[config.mk]
export PLATFORM = sky130hd
export DESIGN_NAME = rr_capture_arbiter
export DESIGN_NICKNAME = d
export VERILOG_FILES = /design/src/rtl/rr_arb_pkg.sv /design/src/rtl/rr_pick.sv /design/src/rtl/rr_capture_arbiter.sv
export SDC_FILE = /design/constraint.sdc
export NUM_CORES = 1
export LEC_CHECK = 0
export ABC_CLOCK_PERIOD_IN_PS = 4400
export CAP_MARGIN = 20
export CORE_MARGIN = 2
export CORE_UTILIZATION = 39
export CTS_CLUSTER_SIZE = 14
export DETAILED_ROUTE_END_ITERATION = 8
export GPL_ROUTABILITY_DRIVEN = 0
export PLACE_DENSITY = 0.95
export SLEW_MARGIN = 40
export SYNTH_ARGS = -nofsm -noshare
export SYNTH_HDL_FRONTEND = slang
export SYNTH_HIERARCHICAL = 1
export SYNTH_SLANG_ARGS = --single-unit
[constraint.sdc]
create_clock -name clk -period 4.4 [get_ports clk]
set_input_delay 0.44 -clock clk [delete_from_list [all_inputs] [get_ports clk]]
set_output_delay 0.44 -clock clk [all_outputs]
set_load 0.05 [all_outputs]
[src/rtl/rr_arb_pkg.sv]
// Shared constants and helpers for round-robin arbitration blocks.
package rr_arb_pkg;

   localparam int MAX_REQ = 16;

   // Index width for n requesters; never narrower than one bit.
   function automatic int idx_w(input int n);
      return (n <= 2) ? 1 : $clog2(n);
   endfunction

endpackage

[src/rtl/rr_pick.sv]
// Combinational round-robin picker: first set request at or after ptr, wrapping.
module rr_pick
   import rr_arb_pkg::*;
#(
   parameter  int N_REQ = 4,
   localparam int IDX_W = idx_w(N_REQ)
) (
   input  logic [N_REQ-1:0] req_i,
   input  logic [IDX_W-1:0] ptr_i,
   output logic [IDX_W-1:0] gnt_idx_o,
   output logic             found_o
);

   int unsigned idx;

   // Scan farthest-first so the request closest to ptr overwrites and wins.
   always_comb begin
      gnt_idx_o = '0;
      found_o   = 1'b0;
      idx       = 0;
      for (int k = N_REQ - 1; k >= 0; k--) begin
         idx = 32'(ptr_i) + 32'(k);
         if (idx >= 32'(N_REQ)) idx = idx - 32'(N_REQ);
         if (req_i[IDX_W'(idx)]) begin
            gnt_idx_o = IDX_W'(idx);
            found_o   = 1'b1;
         end
      end
   end

endmodule

[src/rtl/rr_capture_arbiter.sv]
// Round-robin arbiter feeding one shared capture register with a valid/ready output.
module rr_capture_arbiter
   import rr_arb_pkg::*;
#(
   parameter  int N_REQ  = 4,
   parameter  int DATA_W = 8,
   localparam int IDX_W  = idx_w(N_REQ)
) (
   input  logic                      clk,
   input  logic                      rst_n,
   input  logic [N_REQ-1:0]          req_valid,
   input  logic [N_REQ*DATA_W-1:0]   req_data,
   output logic [N_REQ-1:0]          req_ready,
   output logic                      out_valid,
   output logic [DATA_W-1:0]         out_data,
   output logic [IDX_W-1:0]          out_src,
   input  logic                      out_ready
);

   logic                           out_valid_q, out_valid_d;
   logic [DATA_W-1:0]              out_data_q,  out_data_d;
   logic [IDX_W-1:0]               out_src_q,   out_src_d;
   logic [IDX_W-1:0]               ptr_q,       ptr_d;
   logic [IDX_W-1:0]               gnt_idx;
   logic                           found;
   logic                           load_en;
   logic [N_REQ-1:0][DATA_W-1:0]   req_data_a;
   logic [DATA_W-1:0]              sel_data;

   assign req_data_a = req_data;
   assign sel_data   = req_data_a[gnt_idx];

   // Register may take new data when empty or being drained this cycle.
   assign load_en = !out_valid_q || out_ready;

   rr_pick #(.N_REQ(N_REQ)) u_pick (
      .req_i     (req_valid),
      .ptr_i     (ptr_q),
      .gnt_idx_o (gnt_idx),
      .found_o   (found)
   );

   // Grant strobe: one-hot on the winner when a capture happens, silenced in reset.
   always_comb begin
      req_ready = '0;
      if (rst_n && load_en && found) req_ready[gnt_idx] = 1'b1;
   end

   // Next state: capture winner (and advance ptr past it), else drain, else hold.
   always_comb begin
      out_valid_d = out_valid_q;
      out_data_d  = out_data_q;
      out_src_d   = out_src_q;
      ptr_d       = ptr_q;
      if (load_en && found) begin
         out_valid_d = 1'b1;
         out_data_d  = sel_data;
         out_src_d   = gnt_idx;
         ptr_d       = (gnt_idx == IDX_W'(N_REQ - 1)) ? '0 : gnt_idx + IDX_W'(1);
      end else if (out_ready && out_valid_q) begin
         out_valid_d = 1'b0;
      end
   end

   // State registers with synchronous clear; reset drops any held data.
   always_ff @(posedge clk) begin
      if (!rst_n) begin
         out_valid_q <= 1'b0;
         out_data_q  <= '0;
         out_src_q   <= '0;
         ptr_q       <= '0;
      end else begin
         out_valid_q <= out_valid_d;
         out_data_q  <= out_data_d;
         out_src_q   <= out_src_d;
         ptr_q       <= ptr_d;
      end
   end

   assign out_valid = out_valid_q;
   assign out_data  = out_data_q;
   assign out_src   = out_src_q;

`ifdef FORMAL
   logic past_vld_q;

   // Arms $past checks only after a clean non-reset edge has been seen.
   always_ff @(posedge clk) past_vld_q <= rst_n;

   // Grant vector sanity and pointer range.
   always_comb begin
      assert ($onehot0(req_ready));
      assert (32'(ptr_q) < 32'(N_REQ));
   end

   // Stall holds the output; a transfer lands the selected data next cycle.
   always_ff @(posedge clk) begin
      if (past_vld_q && rst_n && $past(rst_n)) begin
         if ($past(out_valid_q && !out_ready))
            assert (out_valid_q && out_data_q == $past(out_data_q) &&
                    out_src_q == $past(out_src_q));
         if ($past(|req_ready))
            assert (out_data_q == $past(sel_data));
      end
   end
`endif

endmodule

==> results.tsv <==
metric	value	unit
GR Layer Usage met3	0.02924	
max cap viols	0	
met2 usage	0.3853	
worst skew pair latency	0.29	ns
Period Utilization, post-route	0.7787	
measured slew at the worst slew-check pin	0.7719	ns
overflow left after global routing	0	
CTS hold repair buffers	0	
sequential-to-total area share from yosys stat	0.3028	
Peak Freq	291.9	MHz
hold crit path type	reg -> reg	
Die W	50.95	µm
Worst setup startpoint	req_valid[1]	
Routed Antenna Nets	0	
Mapped Nets	126	
Post-Synthesis Cell Area	859.6	µm²
synth cell count leaders	13 x dfxtp_1, 10 x nand2_1, 8 x mux4_1, 8 x o2bb2ai_1, 6 x a21oi_1	
crit path time final	3.426	ns
layout cells sized above 1	0.04380	
most common cell in the netlist	dfxtp_1	
WP data arrival	2.99	ns
first-pass GRT wire length	3.829	mm
Cells after DPL	160	
Slew HR	0.4835	
EDFF count, synth	0	
GR Util met1	0.2026	
Std-Cell Core Area	2022	µm²
sequential share of power	0.336	
CTS root buf	clkbuf_4	
reg2reg start	ptr_q[0]	
Worst-path clk slew	0.08	ns
critical path required time	3.96	ns
H-tree Lvls	1	
GRT Util Overall	0.1993	
hold_sp	out_data[3]	
critical path fanouts, max	12	
count of unique library cells instantiated by Yosys	23	
via count	882	
Peak VDD IR	146.7	µV
Pleak	0.5475	nW
switching share of total power	0.3747	
Core Rows	16	
Num CTS Buffers	3	
number of clock sinks	13	
I/O pin count	54	
initial antenna violation count	0	
Synth-to-Final Area Change	66.38	%
GRT Max-Usage Layer	met2	
Avg WL per Cell	14.65	µm
Vert. Die Dim	50.95	µm
Mapped Cells	83	
Clock power frac	0.176	
endpoint type of the worst setup path	output pin	
Synth Flop Type	dfxtp_1	
pwr dens	301.1	nW/µm²
final setup violation count	0	
Post-CTS Setup Bufs	0	
Remaining DRCs	0	
ANT cells	0	
CTS tree	built	
largest net degree at the start of global routing	14	
RSZ-0062 raised after global routing	no	
top-area cell type share of the netlist area	0.3028	
clock skew	0.005784	ns
dominant cells by area after synthesis	dfxtp_1 30%, mux4_1 24%, o2bb2ai_1 8.2%, ha_1 5.8%, nand2_1 4.4%	
WS Path Type	in -> out	
DRT Pass-1 Iters	4	
Comb pwr share	0.488	
startpoint types	primary input	
Synth area leader	dfxtp_1	
synthesis-stage register bit count	13	
CTS resizes	0	
Pint	0.0002693	W
Hold Fails Final Rpt	0	
final WL	2.402	mm
Initial Utilization	0.4251	
fin nets	181	
Post-synth ARST share	0	
CTS max path bufs	2	
DIE AREA	2595	µm²
Yosys Warn Count	6	
fill count	151	
post-DP HPWL	1.893	mm
final slew viol count	0	
average cell area after synthesis	10.36	µm²
First DRT Iteration DRCs	15	
vias in the first global route	909	
final cell count without fillers	164	
vias per cell	5.378	
setup TNS	0	ns
Switch Pwr	0.0001614	W
status	finished, final reports clean	
port bufs	53	
per-stage QoR:
stage | total power [W] | cell area, µm² | hold WS (ns) | setup WS (ns) | util
6_report | 0.0004307 | 1430 | 0.4747 | 0.9736 | 0.7073
5_1_grt | 0.0004465 | 1430 | 0.5024 | 0.6961 | 0.7073
4_1_cts | 0.0004314 | 1430 | 0.4737 | 0.9376 | 0.7073
3_5_place_dp | 0.0003566 | 1404 | 0.4634 | 0.9419 | 0.6943
3_3_place_gp | 0.0003489 | 1404 | 0.4530 | 1.044 | 0.6943
2_1_floorplan | 0.0002780 | 859.6 | 0.4834 | 2.255 | -
cell usage in the layout, fill, tap and decap left out, types with 3 or more instances in the layout:
cell type	n
ha_1	4
clkdlybuf4s50_1	53
nand2_1	10
and2_1	4
inv_1	4
a21oi_1	6
dfxtp_1	13
clkbuf_4	3
nand2b_1	3
nand3_1	3
o21ai_0	4
nor2_1	5
o2bb2ai_1	8
mux4_1	8
power groups by stage:
stage / sequential (W) / combinational [W] / clock [W]
floorplan: 0.000189 / 0.0000886 / 0
global placement: 0.000146 / 0.000203 / 0
detailed placement: 0.000147 / 0.000210 / 0
CTS: 0.000145 / 0.000211 / 0.0000753
global route: 0.000147 / 0.000223 / 0.0000770
finish: 0.000145 / 0.000210 / 0.0000758
sequential cells by signal, indices dropped and copies added, names as in the netlist:
signal,count
out_valid,1
ptr_q,2
out_src,2
out_data,8
final cells by class:
class                      instances  area (µm²)  share of cell area
inverter                           4       15.01             0.01050
sequential                        13       260.3              0.1820
timing repair buffer              54       538.0              0.3762
multi-input combinational         62       556.8              0.3893
clock buffer                       4       26.28             0.01837
tap                               27       33.78             0.02362
critical path: stages:
cell             delay (ns)
clkdlybuf4s50_1        0.45
nor3b_1                0.21
a211oi_1               0.08
nor2_1                 0.61
inv_1                  0.15
ha_1                   0.21
and2_1                 0.14
clkdlybuf4s50_1        0.70
logic make-up (layout without fill, tap and decap cells):
group | Yosys count | after routing | synth area share
adders and majority gates | 4 | 4 | 0.05823
and+or+nand+nor | 29 | 29 | 0.1703
muxes | 9 | 9 | 0.2562
DFF | 13 | 13 | 0.3028
buffers and inverters | 8 | 62 | 0.04948
AOI/OAI and AO/OA | 20 | 20 | 0.1630
per-layer routing:
metal / vias up / share of wire
met3: 7 / 0.060
met2: 44 / 0.56
met4: 0 / 0.022
li1: 423 / -
met1: 408 / 0.36
met5: - / 0
final timing paths:
path / endpoint / slack (ns) / depth (start not counted)
max: req_ready[1] / 0.97 / 8
min: out_data[3] / 0.47 / 2
max reg2reg: ptr_q[1] / 2.36 / 7
min reg2reg: out_data[3] / 0.47 / 2
Power figures use the tool's default switching activity.
